--- src/rtl/alu_issue_pkg.sv ---
// Shared constants for the ALU issue controller: ALU op codes, MIPS fields, FSM states.
// Default datapath width comes from `D_WIDTH; `ALU_DIVZERO_CHK_EN is consumed by alu_issue.
`ifndef D_WIDTH
`define D_WIDTH 32
`endif

package alu_issue_pkg;

    localparam logic [2:0] AluAdd = 3'd0;
    localparam logic [2:0] AluSub = 3'd1;
    localparam logic [2:0] AluMul = 3'd2;
    localparam logic [2:0] AluDiv = 3'd3;
    localparam logic [2:0] AluSll = 3'd4;
    localparam logic [2:0] AluSrl = 3'd5;

    localparam logic [5:0] OpcSpecial = 6'h00;
    localparam logic [5:0] OpcAddi    = 6'h08;

    localparam logic [5:0] FnAdd  = 6'h20;
    localparam logic [5:0] FnSub  = 6'h22;
    localparam logic [5:0] FnMult = 6'h18;
    localparam logic [5:0] FnDiv  = 6'h1A;
    localparam logic [5:0] FnSll  = 6'h00;
    localparam logic [5:0] FnSrl  = 6'h02;

    typedef enum logic [1:0] {
        StIdle,
        StExec,
        StWait,
        StWb
    } state_e;

endpackage

--- src/rtl/alu_issue_decode.sv ---
// Combinational decode of a MIPS instruction word into ALU op, operands, destination
// and legality flags.
module alu_issue_decode
    import alu_issue_pkg::*;
#(
    parameter int unsigned D_WIDTH = `D_WIDTH
) (
    input  logic [31:0]        instr,
    input  logic [D_WIDTH-1:0] rs_val,
    input  logic [D_WIDTH-1:0] rt_val,
    output logic [2:0]         op,
    output logic [D_WIDTH-1:0] operand1,
    output logic [D_WIDTH-1:0] operand2,
    output logic [4:0]         dest,
    output logic               muldiv,
    output logic               div_zero,
    output logic               illegal
);

    logic [5:0]         opcode;
    logic [5:0]         funct;
    logic [D_WIDTH-1:0] imm_sext;
    logic [D_WIDTH-1:0] shamt_zext;
    logic               unused_rs_field;

    assign opcode          = instr[31:26];
    assign funct           = instr[5:0];
    assign imm_sext        = {{(D_WIDTH-16){instr[15]}}, instr[15:0]};
    assign shamt_zext      = {{(D_WIDTH-5){1'b0}}, instr[10:6]};
    // The rs register number is resolved upstream; only its value arrives here.
    assign unused_rs_field = ^instr[25:21];

    always_comb begin
        op       = AluAdd;
        operand1 = rs_val;
        operand2 = rt_val;
        dest     = instr[15:11];
        muldiv   = 1'b0;
        illegal  = 1'b0;
        if (opcode == OpcSpecial) begin
            case (funct)
                FnAdd:  op = AluAdd;
                FnSub:  op = AluSub;
                FnMult: begin
                    op     = AluMul;
                    muldiv = 1'b1;
                end
                FnDiv: begin
                    op     = AluDiv;
                    muldiv = 1'b1;
                end
                FnSll: begin
                    op       = AluSll;
                    operand1 = rt_val;
                    operand2 = shamt_zext;
                end
                FnSrl: begin
                    op       = AluSrl;
                    operand1 = rt_val;
                    operand2 = shamt_zext;
                end
                default: illegal = 1'b1;
            endcase
        end else if (opcode == OpcAddi) begin
            op       = AluAdd;
            operand2 = imm_sext;
            dest     = instr[20:16];
        end else begin
            illegal = 1'b1;
        end
    end

    assign div_zero = (opcode == OpcSpecial) && (funct == FnDiv) && (rt_val == '0);

endmodule

--- src/rtl/alu_issue.sv ---
// Execute-stage issue controller: decodes, drives the external ALU for the required
// cycles, captures the result and hands it to writeback. Option: `ALU_DIVZERO_CHK_EN.
module alu_issue
    import alu_issue_pkg::*;
#(
    parameter int unsigned D_WIDTH    = `D_WIDTH,
    parameter int unsigned MULDIV_LAT = 4
) (
    input  logic               clk,
    input  logic               reset_n,
    input  logic               in_valid,
    output logic               in_ready,
    input  logic [31:0]        instr,
    input  logic [D_WIDTH-1:0] rs_val,
    input  logic [D_WIDTH-1:0] rt_val,
    output logic [2:0]         alu_op_code,
    output logic [D_WIDTH-1:0] alu_operand1,
    output logic [D_WIDTH-1:0] alu_operand2,
    output logic               alu_enable,
    input  logic [D_WIDTH-1:0] alu_result,
    output logic               wb_valid,
    input  logic               wb_ready,
    output logic [4:0]         wb_addr,
    output logic [D_WIDTH-1:0] wb_data,
    output logic               illegal,
    output logic               divzero
);

    localparam int unsigned CntW = (MULDIV_LAT > 1) ? $clog2(MULDIV_LAT) : 1;

`ifdef ALU_DIVZERO_CHK_EN
    localparam bit DivZeroChk = 1'b1;
`else
    localparam bit DivZeroChk = 1'b0;
`endif

    logic [2:0]         dec_op;
    logic [D_WIDTH-1:0] dec_operand1;
    logic [D_WIDTH-1:0] dec_operand2;
    logic [4:0]         dec_dest;
    logic               dec_muldiv;
    logic               dec_div_zero;
    logic               dec_illegal;

    state_e             state_q, state_d;
    logic [2:0]         op_q, op_d;
    logic [D_WIDTH-1:0] opnd1_q, opnd1_d;
    logic [D_WIDTH-1:0] opnd2_q, opnd2_d;
    logic [4:0]         dest_q, dest_d;
    logic               muldiv_q, muldiv_d;
    logic [CntW-1:0]    cnt_q, cnt_d;
    logic [D_WIDTH-1:0] wb_data_q, wb_data_d;
    logic               illegal_q, illegal_d;
    logic               divzero_q, divzero_d;

    alu_issue_decode #(
        .D_WIDTH (D_WIDTH)
    ) u_decode (
        .instr    (instr),
        .rs_val   (rs_val),
        .rt_val   (rt_val),
        .op       (dec_op),
        .operand1 (dec_operand1),
        .operand2 (dec_operand2),
        .dest     (dec_dest),
        .muldiv   (dec_muldiv),
        .div_zero (dec_div_zero),
        .illegal  (dec_illegal)
    );

    always_comb begin
        state_d   = state_q;
        op_d      = op_q;
        opnd1_d   = opnd1_q;
        opnd2_d   = opnd2_q;
        dest_d    = dest_q;
        muldiv_d  = muldiv_q;
        cnt_d     = cnt_q;
        wb_data_d = wb_data_q;
        illegal_d = 1'b0;
        divzero_d = 1'b0;
        unique case (state_q)
            StIdle: begin
                if (in_valid) begin
                    if (dec_illegal) begin
                        illegal_d = 1'b1;
                    end else if (dec_div_zero && DivZeroChk) begin
                        // Divide by zero bypasses the ALU entirely.
                        dest_d    = dec_dest;
                        wb_data_d = '1;
                        divzero_d = 1'b1;
                        state_d   = (dec_dest == 5'd0) ? StIdle : StWb;
                    end else begin
                        op_d     = dec_op;
                        opnd1_d  = dec_operand1;
                        opnd2_d  = dec_operand2;
                        dest_d   = dec_dest;
                        muldiv_d = dec_muldiv;
                        state_d  = StExec;
                    end
                end
            end
            StExec: begin
                if (muldiv_q && (MULDIV_LAT > 1)) begin
                    cnt_d   = CntW'(MULDIV_LAT - 1);
                    state_d = StWait;
                end else begin
                    wb_data_d = alu_result;
                    state_d   = (dest_q == 5'd0) ? StIdle : StWb;
                end
            end
            StWait: begin
                cnt_d = cnt_q - 1'b1;
                if (cnt_q == CntW'(1)) begin
                    wb_data_d = alu_result;
                    state_d   = (dest_q == 5'd0) ? StIdle : StWb;
                end
            end
            StWb: begin
                if (wb_ready) begin
                    state_d = StIdle;
                end
            end
            default: state_d = StIdle;
        endcase
    end

    always_ff @(posedge clk) begin
        if (!reset_n) begin
            state_q   <= StIdle;
            op_q      <= '0;
            opnd1_q   <= '0;
            opnd2_q   <= '0;
            dest_q    <= '0;
            muldiv_q  <= 1'b0;
            cnt_q     <= '0;
            wb_data_q <= '0;
            illegal_q <= 1'b0;
            divzero_q <= 1'b0;
        end else begin
            state_q   <= state_d;
            op_q      <= op_d;
            opnd1_q   <= opnd1_d;
            opnd2_q   <= opnd2_d;
            dest_q    <= dest_d;
            muldiv_q  <= muldiv_d;
            cnt_q     <= cnt_d;
            wb_data_q <= wb_data_d;
            illegal_q <= illegal_d;
            divzero_q <= divzero_d;
        end
    end

    assign in_ready     = (state_q == StIdle);
    assign alu_enable   = (state_q == StExec) || (state_q == StWait);
    assign wb_valid     = (state_q == StWb);
    assign alu_op_code  = op_q;
    assign alu_operand1 = opnd1_q;
    assign alu_operand2 = opnd2_q;
    assign wb_addr      = dest_q;
    assign wb_data      = wb_data_q;
    assign illegal      = illegal_q;
    assign divzero      = divzero_q;

endmodule

--- config.mk ---
export PLATFORM = sky130hd
export DESIGN_NAME = alu_issue
export DESIGN_NICKNAME = d
export VERILOG_FILES = /design/src/rtl/alu_issue_pkg.sv /design/src/rtl/alu_issue_decode.sv /design/src/rtl/alu_issue.sv
export SDC_FILE = /design/constraint.sdc
export NUM_CORES = 1
export LEC_CHECK = 0
export BUFFER_PORTS_ARGS = -buffer_cell sky130_fd_sc_hd__buf_2
export CORE_AREA = 2 2 157 82
export DETAILED_ROUTE_END_ITERATION = 6
export DIE_AREA = 0 0 159 84
export PLACE_DENSITY = 0.71
export SKIP_LAST_GASP = 1
export SYNTH_ARGS = -nofsm -noshare
export SYNTH_HDL_FRONTEND = slang
export SYNTH_SLANG_ARGS = --single-unit
--- constraint.sdc ---
create_clock -name clk -period 4.1 [get_ports clk]
set_clock_uncertainty 0.1 [all_clocks]
set_input_delay 0.205 -clock clk [delete_from_list [all_inputs] [get_ports clk]]
set_output_delay 0.205 -clock clk [all_outputs]
set_load 0.03 [all_outputs]
; After elaboration in Yosys (flattened, before gate mapping)
; Cells that the tools add are included.
[totals]
mem_bits_ro = 0
word_cells = 68
mem_count = 0
latchBits = 0
out_inout_bits = 109
ram_bits = 0
ff_bits = 110
in_bits = 132
[classes]
reduce_logical = 14
magnitude_cmp = 0
n_bitwise = 1
div_mod_pow = 0
addsub = 1
eq_ne = 16
mux = 27
shift = 0
mul = 0
[ops]
columns = op, n
row1 = $mux W32, 7
row2 = $pmux W32 S2, 1
row3 = $pmux W3 S5, 1
row4 = $mux W2, 7
row5 = $eq A6 B5 Y1 const B, 2
row6 = $eq A6 B6 Y1 const B, 2
row7 = $logic_not A6 Y1, 2
row8 = $mux W5, 2
row9 = $ne A2 B2 Y1 const B, 5
row10 = $reduce_and A3 Y1, 3
row11 = $pmux W2 S4, 1
row12 = $eq A6 B2 Y1 const B, 1
row13 = $eq A6 B4 Y1 const B, 1
row14 = $mux W1, 6
row15 = $reduce_or A6 Y1, 1
row16 = $logic_not A5 Y1, 1
row17 = $eq A2 B1 Y1 const B, 2
row18 = $eq A2 B2 Y1 const B, 2
row19 = $pmux W2 S2, 1
row20 = $reduce_and A4 Y1, 1
row21 = $reduce_or A2 Y1, 2
row22 = $mux W3, 1
row23 = $logic_not A2 Y1, 1
row24 = $ne A2 B1 Y1 const B, 1
row25 = 5 further kinds, 5

; Longest topological paths before layout
[depth]
depth_word = 7
mapped_depth = 9
mapped_depth_nobuf = 7

; By module
; From an unflattened synthesis, not the netlist that was laid out.
[unflattened]
cells_unflattened = 639
area_unflattened_um2 = 5366.4
[modules_own_cells]
columns = mod, n_inst, seq_area_each_um2, area_per_inst_um2, cells_per_inst
row1 = alu_issue, 1, 2202.1, 4295.4, 498
row2 = alu_issue_decode, 1, 0.0, 1071.0, 141

; Least setup slack after synthesis
; OpenSTA, ideal clock, no wires.
[synth_timing]
path_type = input -> register
startpoint = input port instr[31]
endpoint = register opnd2_q[10] (netlist: alu_operand2[10])
path_slack_ns = 1.979
t_arrival_ns = 1.903
setup_time_ns = 0.118
path_stages = 8
path_buffers = 3
required_ns = 3.882
path_cell_list = or4_4 or2_0 buf_2 or3_1 buf_6 buf_6 a221oi_2 nor2_1
[synth_between]
elab_chain_len = 5
elab_cells_between_ends = 8
cone_classes = eq/ne: 1 / mux: 4 / bitwise: 1 / reduce/logical: 2
[synth_lines]
columns = item, line_no
row1 = start: declaration, alu_issue.sv:13  ; input logic [31:0] instr,
row2 = $eq A6 B4 Y1, alu_issue_decode.sv:64  ; end else if (opcode == OpcAddi) begin
row3 = $mux W1, alu_issue_decode.sv:64
row4 = $mux W1, alu_issue_decode.sv:40  ; if (opcode == OpcSpecial) begin
row5 = $not A1 Y1 (no source line), -
row6 = $reduce_and A3 Y1 (no source line), -
row7 = end signal: assignment, alu_issue.sv:144  ; opnd2_q <= opnd2_d;
row8 = end: declaration, alu_issue.sv:48  ; logic [D_WIDTH-1:0] opnd2_q, opnd2_d;
; Several ways; a longest one is shown, not always the timed one.
; A chain may end at the register's enable or synchronous reset.

; Final worst setup path
[layout_timing]
startpoint = input port instr[4]
endpoint = register opnd1_q[31] (netlist: alu_operand1[31])
[layout_between]
elab_chain_len = 6
elab_cells_between_ends = 14
cone_classes = eq/ne: 5 / mux: 4 / bitwise: 1 / reduce/logical: 4
[layout_lines]
columns = item, line_no
row1 = "$eq A6 B6 Y1, or another cell as far along", alu_issue_decode.sv:41  ; case (funct)
row2 = $reduce_or A6 Y1 (no source line), -
row3 = $mux W1, alu_issue_decode.sv:41
row4 = $mux W1, alu_issue_decode.sv:40
row5 = $not A1 Y1 (no source line), -
row6 = $reduce_and A3 Y1 (no source line), -
row7 = end signal: assignment, alu_issue.sv:143  ; opnd1_q <= opnd1_d;
row8 = end: declaration, alu_issue.sv:47  ; logic [D_WIDTH-1:0] opnd1_q, opnd1_d;
; Several ways; a longest one is shown, not always the timed one.

==> results.toml <==
[yosys]
synthArstFlopShare = 0
synth_nets = 670
synthMostInstantiatedCell = "dfxtp_1"
ys_top_cells_by_area = "dfxtp_1, o21ai_0, mux2i_1"
synth_largest_area_cell = "dfxtp_1"
synth_edf_count = 0
syn-mean-instance-area_um2 = 8.85
ys_ff_latch = 110
syn_inst = 533
ys_warn_count = 0
post-synth-top-area-fraction = 0.467
synth_ff_type = "dfxtp_1"
ys_types = 45
yosysSeqAreaShare = 0.467
syn-cell-area_um2 = 4720
synth_commonest_cells = "dfxtp_1, o21ai_0, nand2_1, a21oi_1, mux2i_1"

[outcome]
outcome = "finished, final reports clean"

[floorplan]
ios = 241
initial_core_util = 0.387
die_x_um = 159
num_rows = 29
die_area_um2 = 13400
die_h_um = 84
core_um2 = 12200

[clock_network]
clk_pin_slew_ps = 70
cts_made_buffers = 9
cts_max_path_buffers = 2
clockRootBuffer = "clkbuf_16"
htree_num_levels = 3
cts_sinks = 110
ctsResizeCount = 0
cts_setup_buffers = 0
insertion_delay_ps = 340
cts_tree = "done"

[final_layout]
diodes = 0
drive_gt1_frac = 0.365
fillCellCount = 1139
multi_input_area_um2 = 2290
area_delta_synth_final_pct = 32.5
finalNetCount = 876
seqCellArea_um2 = 2200
final_area_um2 = 6250

[placed_design]
port-buffer-count = 234
routabilityCongestion = 0.909
dp_slack_ps = 1200
place_area_um2 = 5940
dp_hpwl_mm = 10.8

[routing]
finalWirelength_mm = 14.5
avgRoutedWirePerCell_um = 15.8
drc = 0
dr_total_vias = 4697
first_iter_violations = 236
avgViaCountPerCell = 5.14
ant_nets = 0
first_pass_iters = 5

[power]
leakagePower_nw = 2.85
pwr-share-seq = 0.486
p_comb_frac = 0.130
power.total_w = 0.00229
switching_share = 0.265
ir_worst_vdd_uv = 210
internal_power_w = 0.00168
power_density_nw_per_um2 = 366
clockPowerShare = 0.384
p_sw_w = 0.000606

[setup_path]
cp.required_ps = 4220
crit_arrival_ps = 2680
crit_path_max_incr_delay_ps = 980
crit_family = "simple AND/OR/NAND/NOR gates"
r2r_end = "wb_data[24]$_SDFFE_PN0P_"
crit_path_start_kind = "input pin"
critical_path.slowest_cell = "and3_2"
r2r_setup_slack_ps = 1700
cp_max_fo = 33
criticalPathCategory = "in -> reg"
crit_chain = "buf_2 -> nor2_1 -> nor4b_2 -> and3_2 -> mux2i_1 -> a21oi_1"
crit_buf_inv = 1
r2r_cells = 7
end_kind = "flip-flop"
rr_startpoint = "state_q[0]$_SDFFE_PN0P_"

[job]
max-cap-violations = 0

[sta]
setup_slack_ps = 1540
maxSlewViolCount = 0
finalCritPeriodShare = 0.624
finalHoldViolCount = 0
max_freq_ghz = 0.391
worst_pin_slew_ps = 1290
rsz0062_at_grt = "no"
fin_crit_ps = 2560
finalSetupViolations = 0
slew-limit-headroom = 0.136
fin_tns_setup_ps = 0

[global_routing]
grt_pass1_vias = 4579
use_met3 = 0.0631
track_usage = 0.214
gr-total-overflow = 0
use_met2 = 0.345
grt_max_degree = 70
grt_pass1_wl_mm = 23.2
grt.busiest_layer = "met2"
met1_usage = 0.285
antenna_found_initial = 0

[min_path]
hold_path.class = "in -> reg"
worstHoldStart = "alu_result[30]"
holdPathStages = 3
min_to = "wb_data[30]$_SDFFE_PN0P_"
state kept, by name, indices dropped and copies added, names as in the netlist:
name,count
state_q,2
alu_op_code,3
wb_addr,5
alu_operand2,32
illegal,1
muldiv_q,1
cnt_q,2
alu_operand1,32
wb_data,32
layout make-up:
class                      instances  share of cell area
clock buffer                       9              0.0360
clock inverter                     6              0.0112
inverter                           5             0.00300
multi-input combinational        372               0.367
sequential                       110               0.352
tap                              170              0.0340
timing repair buffer             241               0.196
worst max path at each step:
stage | startpoint | end | slack, ps | cells past startpoint
2_1_floorplan | instr[31] | alu_operand2[10]$_SDFFE_PN0P_ | 1980 | 8
3_3_place_gp | instr[31] | alu_op_code[1]$_SDFFE_PN0P_ | 1230 | 6
3_5_place_dp | instr[31] | alu_op_code[1]$_SDFFE_PN0P_ | 1200 | 6
4_1_cts | instr[31] | alu_op_code[1]$_SDFFE_PN0P_ | 1580 | 6
5_1_grt | instr[4] | alu_operand1[11]$_SDFFE_PN0P_ | 1420 | 6
6_report | instr[4] | alu_operand1[31]$_SDFFE_PN0P_ | 1540 | 6
cell families after synthesis:
| group | count (synthesis) | synth area share |
|---|---|---|
| fa+ha+maj | 5 | 0.0133 |
| mux | 37 | 0.0785 |
| other cells | 1 | 0.000795 |
| simple gates | 135 | 0.128 |
| compound gates | 194 | 0.263 |
| buf+inv | 51 | 0.0499 |
| flops | 110 | 0.467 |
per-stage QoR:
stage                     instances  utilization  hold slack, ps
after floorplan                 533            -             240
after global placement          897        0.488             342
after detailed placement        897        0.488             353
after CTS                       913        0.513           0.702
after global routing            913        0.513            6.34
final                           913        0.513            16.6
layout by cell type, fill, tap and decap left out, types with 2 or more instances in the layout:
cell       synthesis  routed
o21ai_1            5       6
and2_1             2       2
nand2_1           78      78
a21boi_0          34      34
buf_2             10     234
nor2_1            15      15
clkbuf_16          0       9
and3b_1            2       2
nor3_1             5       4
a21oi_1           44      44
o211a_1            6       6
mux2i_1           37      37
inv_1              5       5
nor2b_1            2       2
o21ai_0           79      78
o21a_1             2       2
dfxtp_1          110     110
nand3_1           19      19
buf_4              2       6
o221ai_1           4       4
inv_6              0       3
a221oi_2           9       9
ha_1               5       5
o31ai_1            2       2
nand2b_1           3       3
power groups by stage:
stage / clock (W) / sequential, W / combinational, W
after floorplan: 0 / 0.00119 / 0.000119
after global placement: 0 / 0.00113 / 0.000286
after detailed placement: 0 / 0.00114 / 0.000297
after CTS: 0.000904 / 0.00111 / 0.000298
after global routing: 0.000955 / 0.00112 / 0.000326
final: 0.000879 / 0.00111 / 0.000299
metal layers:
| metal | wire length [um] | up-vias |
|---|---|---|
| met1 | 6920 | 2224 |
| met3 | 989 | 13 |
| met4 | 119 | 0 |
| li1 | - | 2293 |
| met5 | 0 | - |
| met2 | 6440 | 167 |
worst reg2reg max path, delay by kind of cell, from the launching register on:
| kind | cells | cell delay, ps |
|---|---|---|
| buffers and inverters | 1 | 90 |
| adder cells (fa/ha/maj) | 1 | 280 |
| flip-flops | 1 | 350 |
| AO/OA/AOI/OAI | 2 | 380 |
| AND/OR/NAND/NOR | 3 | 1120 |
timing repair:
action / 4_1_cts / 5_1_grt
hold buffers: 1 / 0
setup endpoints to repair: 0 / 0
hold endpoints to repair: 1 / 0
(Power assumes the default switching activity.)
